<file path="src/rtl/fft_bin_frame_ctrl.sv">
`default_nettype none
// +--------------------------------------------------------------------------+
// | Module  : fft_bin_frame_ctrl                                             |
// | Brief   : Shadow/display double buffer for FFT bar magnitudes, swapped   |
// |           on vsync. Optional macro PEAK_HOLD_EN enables decaying peaks.  |
// | Revision: 1.0 - initial release                                          |
// +--------------------------------------------------------------------------+
module fft_bin_frame_ctrl #(
    parameter int NUM_BINS   = 10,
    parameter int VAL_W      = 12,
    parameter int DECAY_STEP = 16
) (
    input  logic             clk,
    input  logic             rst_n,
    input  logic             fft_valid,
    output logic             fft_ready,
    input  logic [7:0]       fft_bin,
    input  logic [VAL_W-1:0] fft_value,
    input  logic             fft_last,
    input  logic             vsync,
    input  logic [7:0]       rd_bin,
    output logic [VAL_W-1:0] rd_value,
    output logic             frame_swapped,
    output logic [7:0]       skipped_frames
);

    typedef enum logic [1:0] {
        S_IDLE = 2'd0,
        S_FILL = 2'd1,
        S_FULL = 2'd2
    } state_t;

    state_t           r_state;
    state_t           w_next;
    logic             r_ready;
    logic             w_xfer;
    logic             w_swap;
    logic             w_skip;
    logic [VAL_W-1:0] r_shadow   [NUM_BINS];
    logic [VAL_W-1:0] r_disp     [NUM_BINS];
    logic [VAL_W-1:0] w_swap_val [NUM_BINS];
    logic [VAL_W-1:0] w_rd;

    assign fft_ready = r_ready;
    assign w_xfer    = fft_valid & r_ready;
    assign w_swap    = vsync & (r_state == S_FULL);
    // A vsync that finds no complete frame waiting is a missed display update.
    assign w_skip    = vsync & (r_state != S_FULL);

    always_comb begin
        w_next = r_state;
        case (r_state)
            S_IDLE, S_FILL: begin
                if (w_xfer) begin
                    w_next = fft_last ? S_FULL : S_FILL;
                end
            end
            S_FULL: begin
                if (vsync) begin
                    w_next = S_IDLE;
                end
            end
            default: w_next = S_IDLE;
        endcase
    end

    always_ff @(posedge clk) begin
        if (!rst_n) begin
            r_state        <= S_IDLE;
            r_ready        <= 1'b0;
            frame_swapped  <= 1'b0;
            skipped_frames <= 8'd0;
        end else begin
            r_state       <= w_next;
            // Ready follows the next state so no beat sneaks in after fft_last.
            r_ready       <= (w_next != S_FULL);
            frame_swapped <= w_swap;
            if (w_skip && (skipped_frames != 8'hFF)) begin
                skipped_frames <= skipped_frames + 8'd1;
            end
        end
    end

    generate
        for (genvar gi = 0; gi < NUM_BINS; gi++) begin : g_bin
`ifdef PEAK_HOLD_EN
            localparam logic [VAL_W-1:0] c_DECAY = VAL_W'(DECAY_STEP);
            logic [VAL_W-1:0] w_decayed;
            assign w_decayed      = (r_disp[gi] > c_DECAY) ? (r_disp[gi] - c_DECAY) : '0;
            assign w_swap_val[gi] = (r_shadow[gi] > w_decayed) ? r_shadow[gi] : w_decayed;
`else
            logic w_unused_decay;
            assign w_unused_decay = |DECAY_STEP;
            assign w_swap_val[gi] = r_shadow[gi];
`endif
        end
    endgenerate

    always_ff @(posedge clk) begin
        if (!rst_n) begin
            for (int i = 0; i < NUM_BINS; i++) begin
                r_shadow[i] <= '0;
                r_disp[i]   <= '0;
            end
        end else begin
            // Out-of-range bins match no entry and are silently dropped.
            for (int i = 0; i < NUM_BINS; i++) begin
                if (w_xfer && (fft_bin == 8'(i))) begin
                    r_shadow[i] <= fft_value;
                end
                if (w_swap) begin
                    r_disp[i] <= w_swap_val[i];
                end
            end
        end
    end

    always_comb begin
        w_rd = '0;
        for (int i = 0; i < NUM_BINS; i++) begin
            if (rd_bin == 8'(i)) begin
                w_rd = r_disp[i];
            end
        end
    end

    always_ff @(posedge clk) begin
        if (!rst_n) begin
            rd_value <= '0;
        end else begin
            rd_value <= w_rd;
        end
    end

endmodule
`default_nettype wire

</file>
<file path="config.mk">
export PLATFORM = sky130hd
export DESIGN_NAME = fft_bin_frame_ctrl
export DESIGN_NICKNAME = d
export VERILOG_FILES = /design/src/rtl/fft_bin_frame_ctrl.sv
export SDC_FILE = /design/constraint.sdc
export NUM_CORES = 1
export LEC_CHECK = 0
export ABC_AREA = 1
export CORE_ASPECT_RATIO = 0.9
export CORE_MARGIN = 5
export CORE_UTILIZATION = 40
export DETAILED_ROUTE_END_ITERATION = 7
export DONT_BUFFER_PORTS = 1
export HOLD_SLACK_MARGIN = 0.02
export PLACE_DENSITY = 0.55
export SYNTH_ARGS = -nofsm -noshare
export SYNTH_HDL_FRONTEND = slang
export SYNTH_SLANG_ARGS = --single-unit
</file>
<file path="constraint.sdc">
create_clock -name clk -period 11.56 [get_ports clk]
set_input_delay 1.734 -clock clk [delete_from_list [all_inputs] [get_ports clk]]
set_output_delay 1.734 -clock clk [all_outputs]
set_load 0.1 [all_outputs]
</file>
==> impl_results.md <==
- Clock Latency Late Sink: around 0.53 ns
- CTS Buffer Depth: 3
- Worst path buffer plus inverter count: 2
- GRT Overall Usage: 0.1623
- Seq/Total Area, Yosys: 0.6928
- CP max stage delay: about 0.66 ns
- Io pins: between 50 and 60
- CP Max Fanout: 29
- First drt pass iteration count: 5
- Core Box Area: around 27000 sq um
- TritonCTS Buffers: 28
- Commonest non-fill, non-tap cell in the layout: nor2_1
- Vias: around 6700
- Post-DP HPWL: about 16 mm
- Pleak: 0.004976 uW
- Synthesis-to-layout area growth: 9.867%
- Max-slew violation count: 0
- Top post-synthesis cells by area: edfxtp_1 (65%), nor2_1 (10%), inv_1 (6.3%)
- Cell taking the most area after synthesis: edfxtp_1
- Register area: approximately 7700 sq um
- RSZ-0062 raised after global routing: false
- Final total power: 1982 uW
- Ratio of final minimum period to clock period: 0.2917
- Starting density of the core: 0.4083
- Die H: ~170 um
- Crit start category: primary input
- Initial DRC count: slightly below 500
- PwrDens: around 160 nW/um^2
- Post-CTS Resized: 0
- Hold WC Path Type: flop to flop
- CP top delay family: simple AND/OR/NAND/NOR gates
- Post-synthesis area per instance: 10.35 sq um
- Filler Cells Inserted: roughly 2500
- Most frequent cells in the layout: nor2_1 (296), edfxtp_1 (240), inv_1 (186)
- Worst r2r src: fft_ready$_SDFF_PN0_
- H-tree depth: 1
- Drt drc: 0
- Placer congestion estimate: 0.7926
- Die Span X: around 190 um
- Sinks on Clock Net: ~260
- Max-Cap Viols: 0
- Register bit total from synthesis: approximately 260
- CTS tree: yes
- Die area: 31180 sq um
- Post-cts hold buffer count: 0
- Syn nets: roughly 1100
- Outcome: complete, no violations
- # setup viols final: 0
- Worst path cell trace: nor2_1 -> nand2_2 -> inv_2 -> nand2_1 -> or2_2 -> nand2_1 -> nand3_1 -> nand2_1 -> inv_1
- CP Data Required Time: about 12 ns
- Netlist cell types: 33
- Fin Setup TNS: 0 ns
- Element type at the critical path end: flop
- Measured slew at the worst slew-check pin: between 1 and 1.5 ns
- Layout Skew: between 0.009 and 0.01 ns
- Post-CTS Setup Inserts: 0
- Final Hold Vio Count: 0
- Placement Setup Slack: ~7.6 ns
- Vias in the first global route: about 6600
- First-pass GRT wire length: ~39 mm
- Worst EP arrival: between 3 and 4 ns
- Share of cells above drive strength 1: 0.06256
- Min cycle time layout: approximately 3.4 ns
- Crit path top cell by count: nand2_1
- Mapped Area: about 11000 sq um
- Largest net degree at the start of global routing: about 100
- Via density: roughly 4.7
- Post-synthesis cell count: 1072
- CTS Root Cell: clkbuf_16
- Final Worst Setup Slack: approximately 8.2 ns
- Max Freq: approximately 300 MHz
- Yosys warning total: 0
- CP max stage cell: nand2_1
- WS Path Type: primary input to flop
- Post-route antenna net violation count: 0
- Layout Nets: ~1100
- Area of the multi-input gates: around 2400 sq um
- Worst vdd ir: roughly 110 uV
- Worst Hold Launch: r_shadow[7][11]$_SDFFCE_PN0P_
- Clk slew on worst S/H paths: 0.06 ns
- IO buf count: 0
- Antenna violations before repair: 0
- Total gr overflow: 0
- CP startpoint: rd_bin[7]
- ANT cells: 0
- Relative slew slack: 0.2400
- Row count: between 50 and 60
- Routed length per placed instance: 17.36 um
- Synth top area share: 0.6495
- Final core occ: 0.4486
- Final WL: 25.01 mm
==> layout make-up <==
type                       instances  area share
tap                              354     0.03633
clock buffer                      41     0.06487
inverter                         204     0.06292
clock inverter                    11    0.004619
timing repair buffer               5    0.003079
multi-input combinational        562      0.1976
sequential                       264      0.6306
==> path summary, 6_finish.rpt <==
kind / cells after the start / to / slack [ns]
worst max register to register: 4 / r_shadow[7][11]$_SDFFCE_PN0P_ / 8.59
worst max-delay path: 9 / rd_value[2]$_SDFF_PN0_ / 8.19
worst min register to register: 2 / r_disp[7][11]$_SDFFCE_PN0P_ / 0.54
worst min-delay path: 2 / r_disp[7][11]$_SDFFCE_PN0P_ / 0.54
==> registers in the layout, indices dropped and copies added (netlist names) <==
signal          flops
r_shadow          120
rd_value           12
frame_swapped       1
fft_ready           1
r_disp            120
r_state             2
skipped_frames      8
==> layer usage <==
metal | vias to the layer above | global-route usage | share of wire | wire [um]
met5 | - | 0 | 0 | 0
met4 | 0 | 0.04878 | 0.029 | 728
met3 | 43 | 0.02913 | 0.056 | 1411
met2 | 164 | 0.2491 | 0.45 | 11280
met1 | 3167 | 0.2371 | 0.46 | 11590
li1 | 3366 | - | - | -
==> synth_stat cells (all sizes together) <==
master,count
inv,192
nand3,49
nor3,8
ha,1
nor2,298
clkinv,12
clkbuf,7
or2,10
nand3b,1
o211ai,1
xnor2,2
o21ai,17
buf,35
edfxtp,240
dfxtp,24
nor4,3
o2111ai,1
a21oi,17
xor2,1
o22ai,1
nand2,139
nand4,13
==> through the flow <==
stage / cell area, sq um / hold WS [ns] / cells
6_report: 12190 / 0.5395 / 1441
5_1_grt: 12190 / 0.5532 / 1441
4_1_cts: 12190 / 0.5384 / 1441
3_5_place_dp: 11340 / 0.5282 / 1389
3_3_place_gp: 11340 / 0.5155 / 1389
2_1_floorplan: 11100 / 0.4901 / 1072
==> worst register-to-register path, cell delays in order, from the launching register on <==
cell     delay, ns
dfxtp_1       0.96
nand2_1       0.34
nor4_4        0.58
nand3_1       0.64
nor2_1        0.27
==> where the power goes <==
part,internal (uW),total (uW),switching (uW)
Sequential,1070,1090,20.8
Clock,473,829,356
Combinational,8.92,58.9,50.0
==> kinds of logic after synthesis <==
kind of cell	synth area share
compound gates	0.01737
fa+ha+maj	0.001127
simple gates	0.1952
flops	0.6928
xor+xnor	0.002368
buf+inv	0.09111
No activity file was read; power rests on OpenSTA's default activity.
